`config.mk`:
```
export PLATFORM = sky130hd
export DESIGN_NAME = serial_multrom_scheduler
export DESIGN_NICKNAME = d
export VERILOG_FILES = /design/src/rtl/serial_multrom_scheduler_pkg.sv /design/src/rtl/serial_multrom_req_fifo.sv /design/src/rtl/serial_multrom_scheduler.sv
export SDC_FILE = /design/constraint.sdc
export NUM_CORES = 1
export LEC_CHECK = 0
export BUFFER_PORTS_ARGS = -buffer_cell sky130_fd_sc_hd__buf_2
export CORE_ASPECT_RATIO = 1.5
export CORE_MARGIN = 2
export CORE_UTILIZATION = 60
export CTS_CLUSTER_SIZE = 16
export DETAILED_ROUTE_END_ITERATION = 16
export GPL_TIMING_DRIVEN = 0
export PLACE_DENSITY = 0.94
export SLEW_MARGIN = 20
export SYNTH_ARGS = -nofsm -noshare
export SYNTH_HDL_FRONTEND = slang
export SYNTH_SLANG_ARGS = --single-unit
```
`constraint.sdc`:
```
create_clock -name clk -period 3.2 [get_ports clk]
set_clock_uncertainty 0.05 [all_clocks]
set_input_delay 0.16 -clock clk [delete_from_list [all_inputs] [get_ports clk]]
set_output_delay 0.16 -clock clk [all_outputs]
set_load 0.02 [all_outputs]
```
`src/rtl/serial_multrom_scheduler_pkg.sv`:
```
// Shared definitions for the serial ROM multiplier scheduler.
//
// Contents:
//   state_e            - scheduler FSM state encoding
//   DefaultCoreLatency - default start-to-product latency of the multiplier core
//   lat_cnt_width()    - width of the latency counter for a given core latency

package serial_multrom_scheduler_pkg;

  typedef enum logic [1:0] {
    StIdle  = 2'd0,
    StIssue = 2'd1,
    StWait  = 2'd2,
    StHold  = 2'd3
  } state_e;

  localparam int unsigned DefaultCoreLatency = 8;

  // One spare bit above ceil(log2(latency)) so the counter can hold the
  // latency value itself without wrapping.
  function automatic int unsigned lat_cnt_width(input int unsigned latency);
    return $clog2(latency) + 1;
  endfunction

endpackage

```
`src/rtl/serial_multrom_req_fifo.sv`:
```
// Request FIFO for the serial ROM multiplier scheduler.
//
// Ports:
//   clk      - clock, rising edge
//   rst_n    - asynchronous active-low reset (empties the FIFO, pointers to 0)
//   push_i   - write wdata_i; ignored when full (no bypass, even with pop)
//   wdata_i  - write data
//   pop_i    - discard the head entry; ignored when empty
//   rdata_o  - head entry (valid while empty_o is low)
//   full_o   - Depth entries stored
//   empty_o  - no entries stored

module serial_multrom_req_fifo #(
  parameter int unsigned Width = 16,
  parameter int unsigned Depth = 4
) (
  input  logic             clk,
  input  logic             rst_n,
  input  logic             push_i,
  input  logic [Width-1:0] wdata_i,
  input  logic             pop_i,
  output logic [Width-1:0] rdata_o,
  output logic             full_o,
  output logic             empty_o
);

  localparam int unsigned PtrW = (Depth > 1) ? $clog2(Depth) : 1;
  localparam logic [PtrW:0] DepthCnt = (PtrW + 1)'(Depth);

  logic [Width-1:0] mem_q [Depth];
  logic [PtrW-1:0]  wptr_q, wptr_d;
  logic [PtrW-1:0]  rptr_q, rptr_d;
  logic [PtrW:0]    count_q, count_d;
  logic             push_ok;
  logic             pop_ok;

  assign full_o  = (count_q == DepthCnt);
  assign empty_o = (count_q == '0);
  assign rdata_o = mem_q[rptr_q];

  // Full is evaluated before this cycle's pop, so a push into a full FIFO is
  // dropped even when the head leaves in the same cycle.
  assign push_ok = push_i && !full_o;
  assign pop_ok  = pop_i && !empty_o;

  always_comb begin
    wptr_d  = wptr_q;
    rptr_d  = rptr_q;
    count_d = count_q;
    // Depth is a power of two, so the pointers wrap naturally.
    if (push_ok) wptr_d = wptr_q + PtrW'(1);
    if (pop_ok)  rptr_d = rptr_q + PtrW'(1);
    case ({push_ok, pop_ok})
      2'b10:   count_d = count_q + (PtrW + 1)'(1);
      2'b01:   count_d = count_q - (PtrW + 1)'(1);
      default: count_d = count_q;
    endcase
  end

  always_ff @(posedge clk or negedge rst_n) begin
    if (!rst_n) begin
      wptr_q  <= '0;
      rptr_q  <= '0;
      count_q <= '0;
    end else begin
      wptr_q  <= wptr_d;
      rptr_q  <= rptr_d;
      count_q <= count_d;
    end
  end

  // Storage needs no reset: an entry is only read after it has been written.
  always_ff @(posedge clk) begin
    if (push_ok) mem_q[wptr_q] <= wdata_i;
  end

endmodule

```
`src/rtl/serial_multrom_scheduler.sv`:
```
// Scheduler in front of a serial ROM multiplier core.
//
// Requests (operand pairs) are queued in a FIFO and issued to the core one at
// a time. After CORE_LATENCY cycles the core accumulator is captured and held
// on the output until the consumer accepts it; only then is the next request
// issued, so results come out in acceptance order with one multiply in flight.
//
// Ports:
//   clk, rst_n               - clock (rising edge), async active-low reset
//   in_valid/in_ready        - request handshake; in_ready = FIFO not full
//   in_mult1/in_mult2        - request operands, 2*HALF_WIDTH bits
//   core_mult1/core_mult2    - registered operands to the core
//   core_start               - one-cycle start pulse to the core
//   core_dout                - core accumulator, 4*HALF_WIDTH bits
//   out_valid/out_ready      - result handshake
//   out_product              - captured product, 4*HALF_WIDTH bits

module serial_multrom_scheduler
  import serial_multrom_scheduler_pkg::*;
#(
  parameter int unsigned HALF_WIDTH   = 4,
  parameter int unsigned FIFO_DEPTH   = 4,
  parameter int unsigned CORE_LATENCY = DefaultCoreLatency
) (
  input  logic                    clk,
  input  logic                    rst_n,
  input  logic                    in_valid,
  output logic                    in_ready,
  input  logic [2*HALF_WIDTH-1:0] in_mult1,
  input  logic [2*HALF_WIDTH-1:0] in_mult2,
  output logic [2*HALF_WIDTH-1:0] core_mult1,
  output logic [2*HALF_WIDTH-1:0] core_mult2,
  output logic                    core_start,
  input  logic [4*HALF_WIDTH-1:0] core_dout,
  output logic                    out_valid,
  input  logic                    out_ready,
  output logic [4*HALF_WIDTH-1:0] out_product
);

  localparam int unsigned OpW  = 2 * HALF_WIDTH;
  localparam int unsigned ProdW = 4 * HALF_WIDTH;
  localparam int unsigned CntW = lat_cnt_width(CORE_LATENCY);
  localparam logic [CntW-1:0] CntLast = CntW'(CORE_LATENCY - 1);

  state_e           state_q, state_d;
  logic [CntW-1:0]  cnt_q, cnt_d;
  logic [OpW-1:0]   mult1_q, mult1_d;
  logic [OpW-1:0]   mult2_q, mult2_d;
  logic             start_q, start_d;
  logic [ProdW-1:0] prod_q, prod_d;
  logic             valid_q, valid_d;

  logic             fifo_pop;
  logic             fifo_full;
  logic             fifo_empty;
  logic [ProdW-1:0] fifo_rdata;

  // Operands travel through the FIFO concatenated as {mult1, mult2}.
  serial_multrom_req_fifo #(
    .Width (ProdW),
    .Depth (FIFO_DEPTH)
  ) u_req_fifo (
    .clk     (clk),
    .rst_n   (rst_n),
    .push_i  (in_valid),
    .wdata_i ({in_mult1, in_mult2}),
    .pop_i   (fifo_pop),
    .rdata_o (fifo_rdata),
    .full_o  (fifo_full),
    .empty_o (fifo_empty)
  );

  always_comb begin
    state_d  = state_q;
    cnt_d    = cnt_q;
    mult1_d  = mult1_q;
    mult2_d  = mult2_q;
    start_d  = 1'b0;
    prod_d   = prod_q;
    valid_d  = valid_q;
    fifo_pop = 1'b0;

    unique case (state_q)
      StIdle: begin
        if (!fifo_empty) state_d = StIssue;
      end

      StIssue: begin
        // Only reached with a non-empty FIFO; the operands stay registered
        // until the next issue so the core sees them for the whole multiply.
        fifo_pop = 1'b1;
        mult1_d  = fifo_rdata[ProdW-1:OpW];
        mult2_d  = fifo_rdata[OpW-1:0];
        start_d  = 1'b1;
        cnt_d    = '0;
        state_d  = StWait;
      end

      StWait: begin
        // Counter is 0 in the start-pulse cycle, so it reaches CntLast in the
        // cycle the core presents its final product.
        if (cnt_q == CntLast) begin
          prod_d  = core_dout;
          valid_d = 1'b1;
          state_d = StHold;
        end else begin
          cnt_d = cnt_q + CntW'(1);
        end
      end

      StHold: begin
        if (out_ready) begin
          valid_d = 1'b0;
          state_d = fifo_empty ? StIdle : StIssue;
        end
      end

      default: state_d = StIdle;
    endcase
  end

  always_ff @(posedge clk or negedge rst_n) begin
    if (!rst_n) begin
      state_q <= StIdle;
      cnt_q   <= '0;
      mult1_q <= '0;
      mult2_q <= '0;
      start_q <= 1'b0;
      prod_q  <= '0;
      valid_q <= 1'b0;
    end else begin
      state_q <= state_d;
      cnt_q   <= cnt_d;
      mult1_q <= mult1_d;
      mult2_q <= mult2_d;
      start_q <= start_d;
      prod_q  <= prod_d;
      valid_q <= valid_d;
    end
  end

  assign in_ready    = !fifo_full;
  assign core_mult1  = mult1_q;
  assign core_mult2  = mult2_q;
  assign core_start  = start_q;
  assign out_valid   = valid_q;
  assign out_product = prod_q;

endmodule

```
==> flow_summary.toml, run 1 <==
[final_layout]
drive_above_1_share = 0.3886
final_core_util = 0.7568
area_growth_pct = 22.78
fillerInstances = 422
nets = 393
multiInputGateArea_um2 = 1264
antenna_cells = 0
regArea_um2 = 3098

[clocking]
clk_pin_slew_ns = 0.10
cts_tree = "yes"
max-clock-path-buffers = 2
cts_made_buffers = 9
root_buffer = "clkbuf_8"
htree_levels = 3
clock_latency_ns = 0.37
post_cts_buffers = 0
cts.sinks = 111

[floorplan]
chipWidth_um = 74.35
fp-row-count = 38
ios = 71
dieArea_um2 = 8143
floorplan.initialDensity = 0.6163
die_height_um = 109.5
core_area_um2 = 7227

[synthesis]
ys_types = 36
synth_warnings = 0
syn-num-nets = 279
syn_avg_cell_area_um2 = 19.28
synth_most_common_cell = "edfxtp_1"
ys_ff_latch = 111
synth_top_area_cell = "edfxtp_1"
syn_area_um2 = 4454
async_reset_ff_frac = 0.4234
synth-edff-count = 64
synth_common_cells = "edfxtp_1, dfrtp_1, mux2_2, ha_1"
yosys_most_used_dff = "edfxtp_1"
ys_seq_area_frac = 0.6955
yosysTopAreaCellShare = 0.4315
netlist_top_cells_area = "edfxtp_1, dfrtp_1, mux2_2, mux4_1, mux4_2"
synthCells = 231

[timing]
rsz0062_at_grt = "no"
worst_pin_slew_ns = 0.9201
setup_tns_ns = 0
post-route-worst-setup-slack_ns = 0.8458
setup-violations-final = 0
fin_crit_ns = 2.354
drv_slew = 0
fin_crit_sh = 0.7357
hold_viol = 0
max_freq_mhz = 424.8
slew_headroom = 0.3866

[critical_path]
path_cells = "inv_1, ha_1, buf_2, and2_1, ha_1, fa_1, mux2_2"
path_common_cell = "ha_1"
path_class = "reg2reg"
cp.required_ns = 3.42
critPathLaunchType = "flop"
worstSetupEndpointType = "flop"
crit_fanout = 10
worst_path_max_delay_cell = "dfrtp_1"
crit_arrival_ns = 2.57
crit_path_max_incr_delay_ns = 0.44

[placement]
gp_congestion = 0.7095
pre_cts_ws_ns = 0.8884
dpl.hpwl_um = 4891
portBuffers = 70

[routing]
num_vias = 2440
drt-initial-drc-count = 80
wl_per_cell_um = 18.15
via_per_inst = 5.422
drcViolationCount = 0
drt_first_pass_iters = 4
ant_nets = 0
drt-total-wl_um = 8168

[power_and_ir_drop]
leakagePower_nw = 2.282
pwr_density_cell_nw_per_um2 = 893.8
ir_worst_vdd_v = 0.0005039

[global_route]
antenna_found_initial = 0
grt_max_degree = 48
grt-ovfl-total = 0
grt_first_pass_wirelength_um = 12670
gr-usage-all-layers = 0.2177
grt_pass1_vias = 2661

[run_status]
status = "completed"

[hold_path]
holdCritPathClass = "in2reg"

[run]
max_cap_viol_count = 0
-- critical path: cells and delay by family (launching register included) --
kind | cells | cell delay (ns)
adder cells (fa/ha/maj) | 3 | 0.84
buffers and inverters | 2 | 0.38
AND/OR/NAND/NOR | 1 | 0.28
flip-flops | 1 | 0.44
multiplexers | 1 | 0.26
-- worst paths after layout --
| kind | from | slack (ns) | cells past startpoint | end |
|---|---|---|---|---|
| worst max-delay path | state_q[1] | 0.85 | 7 | u_req_fifo.count_q[1] |
| worst min-delay path | in_valid | 0.14 | 3 | u_req_fifo.wptr_q[0] |
| worst max register to register | state_q[1] | 0.85 | 7 | u_req_fifo.count_q[1] |
| worst min register to register | u_req_fifo.count_q[2] | 0.45 | 1 | u_req_fifo.count_q[2] |
| max in group asynchronous | rst_n | 2.41 | 2 | out_product[15] |
| min in group asynchronous | rst_n | 0.27 | 2 | state_q[0] |
-- area by class of cell --
class / instances / share of cell area
Sequential cell: 111 / 0.5665
Multi-Input combinational cell: 104 / 0.2311
Timing Repair Buffer: 103 / 0.1249
Clock buffer: 12 / 0.02471
Tap cell: 100 / 0.02288
Clock inverter: 4 / 0.01304
Buffer: 8 / 0.01144
Inverter: 8 / 0.005491
-- stage by stage --
step                      area [um2]  hold WS [ns]  cells  power [mW]
final                           5469        0.1447    450       4.888
after global routing            5469        0.1643    450       5.156
after CTS                       5466        0.1325    450       4.916
after detailed placement        4930        0.3263    401       4.014
after global placement          4930        0.3193    401       3.904
after floorplan                 4454       -0.1856    231       3.489
-- flip-flops by register name, indices dropped and copies added, names as in the netlist --
| name | cells |
|---|---|
| u_req_fifo.mem_q | 64 |
| core_mult2 | 8 |
| core_start | 1 |
| core_mult1 | 8 |
| u_req_fifo.rptr_q | 2 |
| u_req_fifo.wptr_q | 2 |
| out_valid | 1 |
| cnt_q | 4 |
| out_product | 16 |
| u_req_fifo.count_q | 3 |
| state_q | 2 |
-- per-layer routing --
layer,track usage,routed length [um]
met2,0.3929,4554
met4,0.1161,196
met3,0.04216,323
met1,0.2361,3094
met5,0,0
-- timing repair --
action                     in CTS  in global routing
setup endpoints to repair       0                  0
gates resized for setup         0                  0
hold buffers                   33                  0
hold endpoints to repair      127                  0
-- layout by cell type, fill, tap and decap left out, types with 2 or more instances in the layout --
cell and n:
buf_2 73, edfxtp_1 64, dfrtp_1 47, dlygate4sd3_1 33, mux2_2 28, ha_1 11
clkbuf_8 9, inv_1 8, mux4_2 8, mux2_4 8, mux4_1 8, and3_1 4
clkbuf_1 4, xnor2_1 4, nor2_1 3, nand2_1 3, a22o_1 3, a21oi_1 3
and2_1 2, buf_4 2, nor3_1 2, a21o_1 2, xor2_1 2, bufinv_16 2
-- cells by family (layout without fill, tap and decap cells) --
logic type / after synthesis / after routing / synth area share
AO/OA/AOI/OAI: 14 / 14 / 0.02500
adder cells (fa/ha/maj): 12 / 12 / 0.03539
buffers and inverters: 16 / 135 / 0.02079
flip-flops: 111 / 111 / 0.6955
multiplexers: 52 / 52 / 0.1854
AND/OR/NAND/NOR: 20 / 20 / 0.02612
XOR/XNOR: 6 / 6 / 0.01180
-- power by group --
group	total [mW]	leakage, nW	switching, mW	internal, mW
Clock	0.879	0.105	0.438	0.442
Combinational	1.84	1.03	0.941	0.898
Sequential	2.17	1.14	0.208	1.96
No activity file was read; power rests on OpenSTA's default activity.
==> inputs of run 2 (changes only) <==
--- a/config.mk
+++ b/config.mk
@@ -5,14 +5,15 @@
 export SDC_FILE = /design/constraint.sdc
 export NUM_CORES = 1
 export LEC_CHECK = 0
+export ABC_AREA = 1
 export BUFFER_PORTS_ARGS = -buffer_cell sky130_fd_sc_hd__buf_2
 export CORE_ASPECT_RATIO = 1.5
 export CORE_MARGIN = 2
-export CORE_UTILIZATION = 60
+export CORE_UTILIZATION = 51
 export CTS_CLUSTER_SIZE = 16
 export DETAILED_ROUTE_END_ITERATION = 16
 export GPL_TIMING_DRIVEN = 0
-export PLACE_DENSITY = 0.94
+export PLACE_DENSITY = 0.86
 export SLEW_MARGIN = 20
 export SYNTH_ARGS = -nofsm -noshare
 export SYNTH_HDL_FRONTEND = slang
==> constraint.sdc (replaced) <==
create_clock -name clk -period 2.1 [get_ports clk]
set_clock_uncertainty 0.05 [all_clocks]
set_input_delay 0.105 -clock clk [delete_from_list [all_inputs] [get_ports clk]]
set_output_delay 0.105 -clock clk [all_outputs]
set_load 0.02 [all_outputs]
==> run 2 against run 1 <==
Utilization decreased by 9.7 points. Critical path type unchanged. Synthesized cell count increased by 83%. Global-route usage decreased by 0.51 points. Maximum frequency increased by 18%. Sequential share of layout area decreased by 3.1 points. Total power increased by 74%.
==> flow_summary.toml, run 2 <==
[final_layout]
drive_above_1_share = 0.2386
final_cell_mix = "nand2_1, buf_2, nor2_1"
antenna_cells = 0
largest_reg_flops = 64
nets = 592
area_growth_pct = 26.43
design_area_um2 = 5793
regMostFlops = "u_req_fifo.mem_q"
layout_commonest_cell = "nand2_1"

[power_and_ir_drop]
p_seq_frac = 0.396
ir_worst_vdd_v = 0.0008145
p_int_mw = 5.123
swShare = 0.3972
leakagePower_nw = 2.622
total_power_mw = 8.499
p_clk_frac = 0.187
p_switching_mw = 3.376
pwr_density_cell_nw_per_um2 = 1467
p_comb_frac = 0.417

[global_route]
grt_max_degree = 48
antenna_found_initial = 0
grt-ovfl-total = 0
gr-usage-all-layers = 0.2127
grt_first_pass_wirelength_um = 15540
grt_pass1_vias = 3472

[routing]
ant_nets = 0
via_per_inst = 5.140
drcViolationCount = 0
drt-total-wl_um = 9996
num_vias = 3387
wl_per_cell_um = 15.17
drt-initial-drc-count = 209
drt_first_pass_iters = 4

[synthesis]
ys_types = 28
synth_top_family_by_area = "simple AND/OR/NAND/NOR gates"
ys_ff_latch = 111
synth_top_area_cell = "edfxtp_1"
synthCells = 422
ys_seq_area_frac = 0.6761
synth_common_cells = "nand2_1, nor2_1, edfxtp_1, dfrtp_1, o21ai_0"
async_reset_ff_frac = 0.4234
yosysTopAreaCellShare = 0.4194
synth_simple_gate_area_frac = 0.1922
syn_area_um2 = 4582
yosys-mux-area-fraction = 0.002458
netlist_top_cells_area = "edfxtp_1, dfrtp_1, nand2_1, nor2_1, ha_1"
yosys_most_used_dff = "edfxtp_1"
synth_warnings = 0
synth-compound-area-share = 0.04451
synth-edff-count = 64
synthAdderAreaFrac = 0.03441
yosys.area_share.xor_xnor = 0.009558
syn-num-nets = 470
synth_most_common_cell = "nand2_1"
syn_avg_cell_area_um2 = 10.86

[clocking]
clk_pin_slew_ns = 0.07
cts_made_buffers = 9
htree_levels = 3
cts_tree = "yes"
cts.sinks = 111
clock_latency_ns = 0.35
max-clock-path-buffers = 2
root_buffer = "clkbuf_16"

[critical_path]
crit_fanout = 8
worstSetupEndpointType = "flop"
critPathLaunchType = "flop"
r2r_setup_slack_ns = 0.10
crit_arrival_ns = 2.18
regToRegEndpoint = "u_req_fifo.count_q[1]"
r2r_cells = 6
timing.rr.start = "u_req_fifo.count_q[1]"
cp.required_ns = 2.28
path_class = "reg2reg"

[timing]
max_freq_mhz = 500.4
fin_crit_sh = 0.9516
hold_viol = 0
hold_slack_ns = 0.1275
drv_slew = 0
worst_pin_slew_ns = 0.9357
slew_headroom = 0.3756
fin_crit_ns = 1.998
setup-violations-final = 0

[run_status]
status = "completed"

[floorplan]
fp-row-count = 42
chipWidth_um = 81.39
core_area_um2 = 8776
ios = 71
dieArea_um2 = 9774
floorplan.initialDensity = 0.5221
die_height_um = 120.1

[placement]
gp_congestion = 0.7831
place_area_um2 = 5106
portBuffers = 70
dpl.hpwl_um = 6413

[hold_path]
min_from = "in_valid"
holdPathEnd = "u_req_fifo.wptr_q[0]"
whs_path_depth = 3
holdCritPathClass = "in2reg"

[run]
max_cap_viol_count = 0
[run 2: changes by cell type after synthesis, moves of 6 or more]
cell / previous run / this run
nand2_1: 3 / 116
nor2_1: 3 / 74
mux2_2: 28 / 1
o21ai_0: 1 / 26
nand3_1: 1 / 22
o21ai_1: 0 / 11
mux2_4: 8 / 0
mux4_1: 8 / 0
mux4_2: 8 / 0
buf_4: 1 / 8
inv_1: 8 / 14
[run 2: how the worst max path moves through the flow]
stage	start	slack [ns]	endpoint	cells past startpoint
6_report	u_req_fifo.count_q[1]	0.10	u_req_fifo.count_q[1]	6
5_1_grt	u_req_fifo.count_q[1]	-0.009	u_req_fifo.count_q[2]	9
4_1_cts	u_req_fifo.count_q[1]	0.04	u_req_fifo.count_q[2]	9
3_5_place_dp	state_q[1]	-0.17	u_req_fifo.count_q[2]	10
3_3_place_gp	u_req_fifo.count_q[0]	-0.22	u_req_fifo.mem_q[1][0]	4
2_1_floorplan	state_q[1]	0.03	u_req_fifo.count_q[2]	10
[run 2: repair_timing]
action | CTS | global route
gates resized for setup | 3 | 5
buffers inserted | 2 | 5
endpoints found under the hold margin | 127 | 0
pin swaps | 0 | 2
hold buffers | 33 | 0
setup endpoints to repair | 2 | 2
[run 2: critical path, cell delays in order, from the launching register on]
cell,delay [ns]
dfrtp_1,0.44
nor2_4,0.13
nand2_1,0.10
nand2_2,0.19
ha_1,0.25
fa_2,0.45
mux2_2,0.27
[run 2: metrics by stage]
stage                     worst slack, ns  instances  utilization  setup TNS [ns]
after global routing            -0.008776        659       0.6601       -0.008776
after detailed placement          -0.1727        604       0.5818         -0.2795
final                              0.1017        659       0.6601               0
after global placement            -0.2202        602       0.5777          -13.65
after CTS                         0.04291        654       0.6543               0
after floorplan                   0.03398        422            -               0
[run 2: metal layers]
metal	global-route usage	vias up	share of wire
li1	-	1632	-
met1	0.2204	1616	0.37
met2	0.3883	126	0.55
met3	0.03083	13	0.053
met4	0.1282	0	0.021
met5	0	-	0
[run 2: kinds of logic after synthesis]
logic type,Yosys count
buffers and inverters,35
DFF,111
muxes,1
AOI/OAI and AO/OA,40
adders and majority gates,12
xor gates and xnor gates,5
and+or+nand+nor,218
[run 2: cell type report]
cell class | instances | area [um2]
plain buffers | 16 | 111.4
clock buffers | 10 | 229.0
clock inverters | 6 | 51.30
fillers | 613 | 2983
inverters | 18 | 70.07
multi-input cells | 276 | 1333
flip-flops and latches | 111 | 3099
well taps | 110 | 137.6
repair buffers | 112 | 762.0
[run 2: power groups by stage]
| stage | clock, mW | sequential [mW] | combinational (mW) |
|---|---|---|---|
| after global placement | 0 | 3.36 | 3.08 |
| after CTS | 1.61 | 3.35 | 3.42 |
| after detailed placement | 0 | 3.40 | 3.28 |
| final | 1.59 | 3.37 | 3.54 |
| after floorplan | 0 | 3.75 | 1.87 |
| after global routing | 1.70 | 3.42 | 3.95 |
==> inputs of run 3 (changes only) <==
--- a/config.mk
+++ b/config.mk
@@ -13,7 +13,7 @@
 export CTS_CLUSTER_SIZE = 16
 export DETAILED_ROUTE_END_ITERATION = 16
 export GPL_TIMING_DRIVEN = 0
-export PLACE_DENSITY = 0.86
+export PLACE_DENSITY = 0.8
 export SLEW_MARGIN = 20
 export SYNTH_ARGS = -nofsm -noshare
 export SYNTH_HDL_FRONTEND = slang
==> run 3 against run 2 <==
Clock power rose by 6%. Cell count increased by 0.30%. Flip-flop and latch count did not move. Global-route usage decreased by 1.1 points. Register-to-register slack about the same. Maximum frequency is 0.33% lower. Largest power group unchanged.
==> flow_summary.toml, run 3 (synthesis results as in run 2) <==
[run_status]
status = "completed"

[placement]
portBuffers = 70
place_area_um2 = 5125
pre_cts_ws_ns = -0.1843
gp_congestion = 0.8129
dpl.hpwl_um = 6168

[floorplan]
dieArea_um2 = 9774
die_height_um = 120.1
fp-row-count = 42
ios = 71
floorplan.initialDensity = 0.5221
core_area_um2 = 8776
chipWidth_um = 81.39

[final_layout]
final_cell_mix = "nand2_1, buf_2, nor2_1"
layout_commonest_cell = "nand2_1"
drive_above_1_share = 0.2396
final_core_util = 0.6632
regArea_um2 = 3098
largest_reg_flops = 64
multiInputGateArea_um2 = 1324
nets = 594
area_growth_pct = 27.03
regMostFlops = "u_req_fifo.mem_q"
fillerInstances = 625
design_area_um2 = 5821
antenna_cells = 0

[critical_path]
path_class = "reg2reg"
timing.rr.start = "u_req_fifo.count_q[1]"
r2r_cells = 9
crit_arrival_ns = 2.18
critPathLaunch = "u_req_fifo.count_q[1]"
critPathLaunchType = "flop"
worstSetupEndpointType = "flop"
cp.required_ns = 2.28
crit_fanout = 3

[clocking]
max-clock-path-buffers = 2
cts_tree = "yes"
cts.sinks = 111
cts_made_buffers = 9
htree_levels = 3
root_buffer = "clkbuf_16"
clk_pin_slew_ns = 0.07
clock_latency_ns = 0.35

[power_and_ir_drop]
p_switching_mw = 3.317
leakagePower_nw = 2.637
total_power_mw = 8.559
p_clk_frac = 0.196
swShare = 0.3876
pwr_density_cell_nw_per_um2 = 1471
p_comb_frac = 0.413
ir_worst_vdd_v = 0.0007340
p_seq_frac = 0.391
p_int_mw = 5.242

[timing]
max_freq_mhz = 498.8
drv_slew = 0
slew_headroom = 0.6132
fin_crit_sh = 0.9547
setup-violations-final = 0
worst_pin_slew_ns = 0.5802
rsz0062_at_grt = "yes"
fin_crit_ns = 2.005
post-route-worst-setup-slack_ns = 0.09506
hold_viol = 0

[routing]
drcViolationCount = 0
drt-initial-drc-count = 180
wl_per_cell_um = 14.41
via_per_inst = 5.064
ant_nets = 0
num_vias = 3347
drt-total-wl_um = 9526
drt_first_pass_iters = 5

[global_route]
gr-usage-all-layers = 0.2022
grt_max_degree = 48
antenna_found_initial = 0
grt_pass1_vias = 3323
grt_first_pass_wirelength_um = 14830
grt-ovfl-total = 0

[hold_path]
min_from = "in_valid"
whs_path_depth = 3
holdCritPathClass = "in2reg"

[run]
max_cap_viol_count = 0
[run 3: cell count changes in the layout (fill, tap and decap cells not counted), sizes merged]
cell	previous run	this run
buf	93	95
bufinv	0	1
inv	21	20
[run 3: worst paths after layout]
kind,to,slack (ns)
setup reg to reg,u_req_fifo.count_q[2],0.1
hold / removal,u_req_fifo.wptr_q[0],0.07
setup / recovery,u_req_fifo.count_q[2],0.1
min in group asynchronous,cnt_q[3],0.25
hold reg to reg,out_product[2],0.42
max in group asynchronous,out_product[5],1.35
[run 3: worst max-delay path, cell delays in order, from the launching register on]
cell and delay [ns]:
dfrtp_1 0.43, nor2_2 0.18, nand2_1 0.09, nand2_1 0.12, inv_2 0.06, ha_2 0.20
fa_1 0.40, a21oi_2 0.12, o21ai_1 0.09, xor2_1 0.15
[run 3: what timing repair did]
item / in CTS / in global routing
setup endpoints to repair: 2 / 2
gates resized for setup: 5 / 5
endpoints found under the hold margin: 127 / 0
hold buffers: 33 / 0
buffers inserted: 2 / 4
cloned: 0 / 0
[run 3: cell type report]
class / count / share of cell area
Tap cell: 110 / 0.02365
Timing Repair Buffer: 113 / 0.1328
Clock inverter: 6 / 0.01139
Sequential cell: 111 / 0.5322
Clock buffer: 10 / 0.03934
Multi-Input combinational cell: 276 / 0.2274
Inverter: 18 / 0.01204
Buffer: 17 / 0.02107
[run 3: metrics by stage]
stage               hold WS (ns)  cells  TNS (ns)
CTS                      0.06107    657         0
global route             0.08367    661  -0.01337
finish                   0.06965    661         0
floorplan                -0.2406    422         0
global placement          0.2653    602    -16.33
detailed placement        0.2764    606   -0.2895
[run 3: power by group through the flow]
stage / Combinational, mW / Sequential [mW] / Clock, mW
2_1_floorplan: 1.87 / 3.75 / 0
3_3_place_gp: 3.10 / 3.36 / 0
3_5_place_dp: 3.29 / 3.39 / 0
4_1_cts: 3.46 / 3.34 / 1.70
5_1_grt: 3.94 / 3.42 / 1.78
6_report: 3.53 / 3.35 / 1.68
[run 3: per-layer routing]
metal  track usage  wire length [um]  up-vias
met1        0.2150              3682     1583
li1              -                 -     1632
met2        0.3745              5054      114
met4       0.09216               247        0
met5             0                 0        -
met3       0.03459               542       18
